File: config.mk
export PLATFORM = sky130hd
export DESIGN_NAME = switch_allocator_flat
export DESIGN_NICKNAME = d
export VERILOG_FILES = /design/src/rtl/switch_allocator_if.sv /design/src/rtl/switch_allocator.sv /design/src/flat_wrapper.sv
export SDC_FILE = /design/constraint.sdc
export NUM_CORES = 1
export LEC_CHECK = 0
export CORE_UTILIZATION = 56
export DETAILED_ROUTE_END_ITERATION = 8
export HOLD_SLACK_MARGIN = 0.05
export PLACE_DENSITY = 0.79
export SYNTH_ARGS = -nofsm -noshare
export SYNTH_HDL_FRONTEND = slang
export SYNTH_SLANG_ARGS = --single-unit
File: constraint.sdc
create_clock -name clk -period 5.01 [get_ports clk]
set_input_delay 1.002 -clock clk [delete_from_list [all_inputs] [get_ports clk]]
set_output_delay 1.002 -clock clk [all_outputs]
set_load 0.1 [all_outputs]
File: src/rtl/switch_allocator_if.sv
// Allocator-side bundle: head-of-buffer request info in, dequeue grants and crossbar control out.
interface switch_allocator_if #(
    parameter int unsigned PORT_NUM  = 5,
    parameter int unsigned PORT_SIZE = 3
);
    logic [PORT_NUM-1:0]                request_i;
    logic [PORT_NUM-1:0][PORT_SIZE-1:0] out_port_i;
    logic [PORT_NUM-1:0]                head_i;
    logic [PORT_NUM-1:0]                tail_i;
    logic [PORT_NUM-1:0]                downstream_ready_i;
    logic [PORT_NUM-1:0]                grant_o;
    logic [PORT_NUM-1:0][PORT_SIZE-1:0] xbar_sel_o;
    logic [PORT_NUM-1:0]                xbar_valid_o;

    modport master (
        output request_i, out_port_i, head_i, tail_i, downstream_ready_i,
        input  grant_o, xbar_sel_o, xbar_valid_o
    );

    modport slave (
        input  request_i, out_port_i, head_i, tail_i, downstream_ready_i,
        output grant_o, xbar_sel_o, xbar_valid_o
    );
endinterface

File: src/rtl/switch_allocator.sv
// Per-output round-robin switch allocator with wormhole locking; grants are combinational
// from the current requests and the registered lock/owner/pointer state.
module switch_allocator #(
    parameter int unsigned PORT_NUM  = 5,
    parameter int unsigned PORT_SIZE = 3
) (
    input logic             clk,
    input logic             rst,
    switch_allocator_if.slave bus
);

    logic [PORT_NUM-1:0]                locked_q, locked_d;
    logic [PORT_NUM-1:0][PORT_SIZE-1:0] owner_q, owner_d;
    logic [PORT_NUM-1:0][PORT_SIZE-1:0] rr_ptr_q, rr_ptr_d;

    logic [PORT_NUM-1:0]                grant;
    logic [PORT_NUM-1:0]                valid;
    logic [PORT_NUM-1:0][PORT_SIZE-1:0] sel;

    logic [PORT_SIZE:0]   sum;
    logic [PORT_SIZE-1:0] idx;
    logic [PORT_SIZE-1:0] win;
    logic [PORT_SIZE-1:0] own;
    logic                 found;

    always_comb begin
        grant    = '0;
        valid    = '0;
        sel      = '0;
        locked_d = locked_q;
        owner_d  = owner_q;
        rr_ptr_d = rr_ptr_q;
        sum      = '0;
        idx      = '0;
        win      = '0;
        own      = '0;
        found    = 1'b0;

        for (int o = 0; o < PORT_NUM; o++) begin
            if (locked_q[o]) begin
                // Mid-packet: only the owning input may use this output, head bit ignored.
                own = owner_q[o];
                if (bus.request_i[own] && (bus.out_port_i[own] == PORT_SIZE'(o)) &&
                    bus.downstream_ready_i[o]) begin
                    grant[own] = 1'b1;
                    valid[o]   = 1'b1;
                    sel[o]     = own;
                    if (bus.tail_i[own]) locked_d[o] = 1'b0;
                end
            end else if (bus.downstream_ready_i[o]) begin
                found = 1'b0;
                win   = '0;
                for (int k = 0; k < PORT_NUM; k++) begin
                    sum = {1'b0, rr_ptr_q[o]} + (PORT_SIZE+1)'(k);
                    if (sum >= (PORT_SIZE+1)'(PORT_NUM)) sum = sum - (PORT_SIZE+1)'(PORT_NUM);
                    idx = sum[PORT_SIZE-1:0];
                    if (!found && bus.request_i[idx] && bus.head_i[idx] &&
                        (bus.out_port_i[idx] == PORT_SIZE'(o))) begin
                        found = 1'b1;
                        win   = idx;
                    end
                end
                if (found) begin
                    grant[win] = 1'b1;
                    valid[o]   = 1'b1;
                    sel[o]     = win;
                    rr_ptr_d[o] = (win == PORT_SIZE'(PORT_NUM - 1)) ? '0 : win + PORT_SIZE'(1);
                    if (!bus.tail_i[win]) begin
                        locked_d[o] = 1'b1;
                        owner_d[o]  = win;
                    end
                end
            end
        end

        if (rst) begin
            grant = '0;
            valid = '0;
            sel   = '0;
        end
    end

    always_ff @(posedge clk) begin
        if (rst) begin
            locked_q <= '0;
            owner_q  <= '0;
            rr_ptr_q <= '0;
        end else begin
            locked_q <= locked_d;
            owner_q  <= owner_d;
            rr_ptr_q <= rr_ptr_d;
        end
    end

    assign bus.grant_o      = grant;
    assign bus.xbar_valid_o = valid;
    assign bus.xbar_sel_o   = sel;

endmodule

File: src/flat_wrapper.sv
// flat-port wrapper written by rule: the top's interface ports become plain ports
module switch_allocator_flat 
#(
    parameter int unsigned PORT_NUM  = 5,
    parameter int unsigned PORT_SIZE = 3
)
  (clk, rst, bus_request_i, bus_out_port_i, bus_head_i, bus_tail_i, bus_downstream_ready_i, bus_grant_o, bus_xbar_sel_o, bus_xbar_valid_o);
  switch_allocator_if #(.PORT_NUM(PORT_NUM), .PORT_SIZE(PORT_SIZE)) bus_i ();
  input logic clk;
  input logic rst;
  input wire logic [$bits(bus_i.request_i)-1:0] bus_request_i;
  input wire logic [$bits(bus_i.out_port_i)-1:0] bus_out_port_i;
  input wire logic [$bits(bus_i.head_i)-1:0] bus_head_i;
  input wire logic [$bits(bus_i.tail_i)-1:0] bus_tail_i;
  input wire logic [$bits(bus_i.downstream_ready_i)-1:0] bus_downstream_ready_i;
  output wire logic [$bits(bus_i.grant_o)-1:0] bus_grant_o;
  output wire logic [$bits(bus_i.xbar_sel_o)-1:0] bus_xbar_sel_o;
  output wire logic [$bits(bus_i.xbar_valid_o)-1:0] bus_xbar_valid_o;
  assign bus_i.request_i = bus_request_i;
  assign bus_i.out_port_i = bus_out_port_i;
  assign bus_i.head_i = bus_head_i;
  assign bus_i.tail_i = bus_tail_i;
  assign bus_i.downstream_ready_i = bus_downstream_ready_i;
  assign bus_grant_o = bus_i.grant_o;
  assign bus_xbar_sel_o = bus_i.xbar_sel_o;
  assign bus_xbar_valid_o = bus_i.xbar_valid_o;
  switch_allocator #(.PORT_NUM(PORT_NUM), .PORT_SIZE(PORT_SIZE)) u_core (.clk(clk), .rst(rst), .bus(bus_i));
endmodule
==> summary.txt, run 1 <==
clk sink count - 35
synthesized net count - 1422
error text reported by the tool - [ERROR GRT-0232] Routing congestion too high. Check the congestion heatmap in the GUI.
Failed at - global routing
status - did not finish
DP HPWL - 30.7 mm
count of synthesis-stage warnings from yosys - 0
largest net degree at the start of global routing - 61
portion of the post-synthesis area used by sequential elements - 7.55%
DIE HEIGHT - 131 microns
placer's final routability congestion estimate - 1.16
root buffer cell - sky130_fd_sc_hd__clkbuf_16
count of input and output buffers - 61
number of buffers between clock root and the deepest sink - 2
worst setup endpoint GRT - bus_grant_o[1]
Post-Synthesis Mean Instance Area - 6.97 sq um
boundary pin count - 62
worst_ep kind - primary output
Yosys reg bits - 35
Synth cell types - 111
number of flops mapped to enable cells by yosys - 0
synthesized instance count - 1331
cell area after synthesis - 9280 sq um
total clock buffers created by CTS - 5
GR Util All Layers - 78.7%
initial standard-cell utilization of the core - 57.8%
global route total overflow - 34
prevailing post-synth register cell - sky130_fd_sc_hd__dfxtp_1
fraction of registers with async set or reset after synthesis - 0%
horizontal extent of the die - 131 microns
placed inst area - 12700 sq um
Std-Cell Rows - 46
CTS hold repair buffers - 0
CTS HTree Levels - 2
## what timing repair did
| item | 4_1_cts |
|---|---|
| pin swaps | 81 |
| setup endpoints to repair | 24 |
| cloned | 0 |
| setup buffers | 42 |
| resized for setup | 265 |
## cell families after synthesis
kind of cell	after synthesis	share of synthesized area [%]
compound gates	462	37.2
xor+xnor	22	2.16
fa+ha+maj	54	7.69
buf+inv	156	7.06
flops	35	7.55
mux	56	7.44
simple gates	546	30.9
## synth_stat cells, types with 13 or more instances
cell,count,area (sq um)
sky130_fd_sc_hd__buf_2,25,125
sky130_fd_sc_hd__nand2b_1,33,206
sky130_fd_sc_hd__ha_1,49,613
sky130_fd_sc_hd__clkbuf_1,52,195
sky130_fd_sc_hd__o211ai_1,14,105
sky130_fd_sc_hd__nand3b_1,14,105
sky130_fd_sc_hd__inv_1,62,233
sky130_fd_sc_hd__a211oi_1,32,240
sky130_fd_sc_hd__nor2_1,140,526
sky130_fd_sc_hd__o22ai_1,22,138
sky130_fd_sc_hd__o31ai_1,14,105
sky130_fd_sc_hd__and3_1,13,81.3
sky130_fd_sc_hd__nand3_1,37,185
sky130_fd_sc_hd__and2_1,13,81.3
sky130_fd_sc_hd__nor4_1,19,119
sky130_fd_sc_hd__o21a_1,16,120
sky130_fd_sc_hd__dfxtp_1,35,701
sky130_fd_sc_hd__mux2i_1,36,360
sky130_fd_sc_hd__nand2_1,106,398
sky130_fd_sc_hd__nor2b_1,22,138
sky130_fd_sc_hd__a21oi_1,98,490
sky130_fd_sc_hd__o21ai_0,70,350
sky130_fd_sc_hd__a31oi_1,17,106
sky130_fd_sc_hd__nor3_1,55,275
sky130_fd_sc_hd__xnor2_1,21,184
sky130_fd_sc_hd__or3_1,14,87.6
## stage by stage
step,std cells,utilization (%),TNS [ns],hold WS (ns),worst slack [ns]
floorplan,1331,-,-1.11,0.440,-0.740
global placement,1848,79.3,-7.28,0.465,-0.763
detailed placement,1848,79.3,-7.64,0.466,-0.758
CTS,1893,87.0,-0.269,0.475,-0.170
## metal layers
layer,GRT usage (%),GRT overflow
met1,78.7,1
met2,94.0,20
met5,37.4,1
met4,76.9,11
met3,65.8,1
==> run 2, diff against run 1 <==
Settings changed: CORE_UTILIZATION 56 to 40, HOLD_SLACK_MARGIN 0.05 to unset, PLACE_DENSITY 0.79 to unset, PLACE_DENSITY_LB_ADDON set to 0.15.
Clock period 5.01 ns to 6.51 ns, I/O delays scaled along.
==> summary.txt, run 2 <==
final-report setup violation count - 0
synthesized instance count - 1331 (unchanged)
prevailing post-synth register cell - sky130_fd_sc_hd__dfxtp_1 (unchanged)
area share of the largest cell type after synthesis - 7.55% (unchanged)
Post-Place Cells - 1728 (was 1848)
initial antenna violation count - 0
worst vdd rail ir drop - 0.498 mV
sort of element at the start of the critical path - input pin
Cell Pwr Density - 553 nW/um^2
list of cells traversed by the critical path - clkdlybuf4s50_1, buf_4, and3_1, and3_1, o31ai_1, buf_4, a221oi_4, or2_2, a211oi_2, nor3_1, a211oi_4, nand2_1, a21oi_2, o21ai_1, nand4_1, buf_12
Pint - 2660 uW
headroom to the max-slew limit - 42.3%
start of the worst register-to-register path - u_core.rr_ptr_q[4]
CTS hold repair buffers - 0 (unchanged)
detailed-router iteration count before antenna repair - 6
switching power as a share of total power - 57.9%
Final Hold Vio Count - 0
CTS tree - built
Std-Cell Rows - 55 (was 46)
clk sink count - 35 (unchanged)
leakage power figure - 0.00439 uW
initial standard-cell utilization of the core - 40.9% (was 57.8%)
DP HPWL - 29.8 mm (was 30.7 mm)
floorplan core area - 22700 sq um
final period demand of the worst path - 6.44 ns
Clock Skews - 0.00192 ns
largest stage delay on the critical path - 0.60 ns
status - complete, no violations (was did not finish)
largest net degree at the start of global routing - 39
layout net count - 1542
cell with the largest stage delay on the worst path - sky130_fd_sc_hd__clkdlybuf4s50_1
switching component of the power - 3660 uW
max-slew violation count - 0
number of diodes added for antenna fixing - 0
DIE HEIGHT - 154 microns (was 131 microns)
routed wire length - 37.7 mm
Logic pwr share - 88.9%
Critical Path Fanout Max - 7
GR Util All Layers - 31.2%
Tightest Pin Transition - 0.866 ns
Vias per Instance - 6.45
count of synthesis-stage warnings from yosys - 0 (unchanged)
boundary pin count - 62 (unchanged)
placed inst area - 11200 sq um (was 12700 sq um)
via total after detailed routing - 11197
largest registers - u_core.owner_q x15, u_core.rr_ptr_q x15, u_core.locked_q x5
count of input and output buffers - 61 (unchanged)
launch point of the worst path - bus_head_i[1]
Max Clk Rate - 155 MHz
number of flops mapped to enable cells by yosys - 0 (unchanged)
biggest area contributors in the synthesized netlist - sky130_fd_sc_hd__dfxtp_1 7.6%, sky130_fd_sc_hd__ha_1 6.6%, sky130_fd_sc_hd__nor2_1 5.7% (unchanged)
setup ws final - 0.0677 ns
hold path startpoint - u_core.locked_q[1]
share of post-route cells with drive strength above 1 - 19.6%
worst path arrival time - 5.14 ns
number of DRC markers in iteration 0 - 1242
WS Path Type - in2out
data required time of the worst path - 5.21 ns
CTS HTree Levels - 2 (unchanged)
Routed WL per cell - 21.7 microns
horizontal extent of the die - 154 microns (was 131 microns)
ranking of synthesized cells by instance count - 140 x sky130_fd_sc_hd__nor2_1, 106 x sky130_fd_sc_hd__nand2_1, 98 x sky130_fd_sc_hd__a21oi_1, 70 x sky130_fd_sc_hd__o21ai_0, 62 x sky130_fd_sc_hd__inv_1 (unchanged)
synthesis-to-finish area growth - 22.9%
number of standard cells in the layout, taps in and fillers out - 1737
Total Power - 6310 uW
power share of the sequential group - 7.0%
crit share post-route - 99.0%
Detail Route met2 WL - 16.5 mm
portion of the post-synthesis area used by sequential elements - 7.55% (unchanged)
leading cell type in the layout, fill and taps excluded - sky130_fd_sc_hd__buf_4
clock power share - 4.1%
top sig layer - met4
Post-Synthesis Mean Instance Area - 6.97 sq um (unchanged)
Non-Filler Cell Area, Final - 11400 sq um
count of max-cap constraint violations - 0
cell area after synthesis - 9280 sq um (unchanged)
filler cell count - 2271
global-route wire length before repair - 58.5 mm
synthesized net count - 1422 (unchanged)
Largest delay share family, worst path - compound AO/OA/AOI/OAI gates
met1 wire length - 16.4 mm
most frequently used cell type in the post-synthesis netlist - sky130_fd_sc_hd__nor2_1 (unchanged)
Yosys reg bits - 35 (unchanged)
Synth area leader - sky130_fd_sc_hd__dfxtp_1 (unchanged)
root buffer cell - sky130_fd_sc_hd__clkbuf_16 (unchanged)
antenna viol nets, final - 0
clock slew seen by the registers of the worst setup and hold paths - 0.07 ns
total clock buffers created by CTS - 5 (unchanged)
placer's final routability congestion estimate - 1.03 (was 1.16)
global route total overflow - 0
die outline area - 23800 sq um
CP Capture Type - output port
fraction of registers with async set or reset after synthesis - 0% (unchanged)
number of buffers between clock root and the deepest sink - 2 (unchanged)
setup slack after placement - 0.0541 ns (was -0.758 ns)
Buffers & Inverters on Critical Path - 4
residual DRC count - 0
Synth cell types - 111 (unchanged)
type of the worst min-delay path - reg2reg
number of global-route vias before repair - 10249
met3 WL post-DR - 3.24 mm
clock latency at the later pin of the worst-skew pair - 0.30 ns
top library cells by usage in the layout, fill and taps aside - 139 x sky130_fd_sc_hd__buf_4, 138 x sky130_fd_sc_hd__nor2_1, 106 x sky130_fd_sc_hd__nand2_1
-- run 2: cell counts after synthesis --
Identical to the previous run, type by type.
-- run 2: path summary, 6_finish.rpt --
check | slack [ns] | end | cells after the start
setup / recovery | 0.07 | bus_grant_o[1] | 16
hold / removal | 0.48 | u_core.locked_q[1] | 2
setup reg to reg | 1.66 | u_core.owner_q[3] | 15
hold reg to reg | 0.48 | u_core.locked_q[1] | 2
-- run 2: layout make-up --
type / instances / area (sq um) / area share [%]
Clock buffer: 5 / 125 / 1.10
Sequential cell: 35 / 701 / 6.14
Multi-Input combinational cell: 1140 / 8020 / 70.3
Timing Repair Buffer: 200 / 1920 / 16.8
Tap cell: 285 / 357 / 3.13
Inverter: 69 / 263 / 2.30
Clock inverter: 3 / 20.0 / 0.176
-- run 2: tightest hold or removal path, stage by stage, from the launching register on --
cell and delay (ns):
sky130_fd_sc_hd__dfxtp_1 0.32, sky130_fd_sc_hd__nand2_1 0.06, sky130_fd_sc_hd__a21oi_1 0.06
-- run 2: cells by family after synthesis --
family	synth area share [%]
xor+xnor	2.16
simple gates	30.9
mux	7.44
buf+inv	7.06
flops	7.55
fa+ha+maj	7.69
compound gates	37.2
-- run 2: per-stage QoR --
| stage | utilization [%] | setup TNS [ns] | hold slack [ns] |
|---|---|---|---|
| final | 50.2 | 0 | 0.480 |
| after CTS | 49.8 | 0 | 0.482 |
| after global routing | 50.2 | -0.0114 | 0.511 |
| after global placement | 49.1 | 0 | 0.457 |
| after detailed placement | 49.1 | 0 | 0.473 |
| after floorplan | - | -0.196 | 0.440 |
-- run 2: per-layer routing --
metal	vias up	global-route usage [%]
met5	-	0
met4	0	11.7
met3	126	4.48
met2	557	49.4
met1	5234	42.8
li1	5280	-
-- run 2: repair_timing --
action / 4_1_cts / 5_1_grt
setup buffers: 0 / 1
endpoints found under the setup margin: 0 / 6
resized for setup: 0 / 25
-- run 2: power groups by stage --
stage | clock [uW] | combinational (uW) | sequential [uW]
finish | 257 | 5610 | 443
CTS | 261 | 5480 | 436
detailed placement | 0 | 5440 | 442
global placement | 0 | 5450 | 440
floorplan | 0 | 3830 | 354
global route | 269 | 6070 | 455
Power figures use the tool's default switching activity.
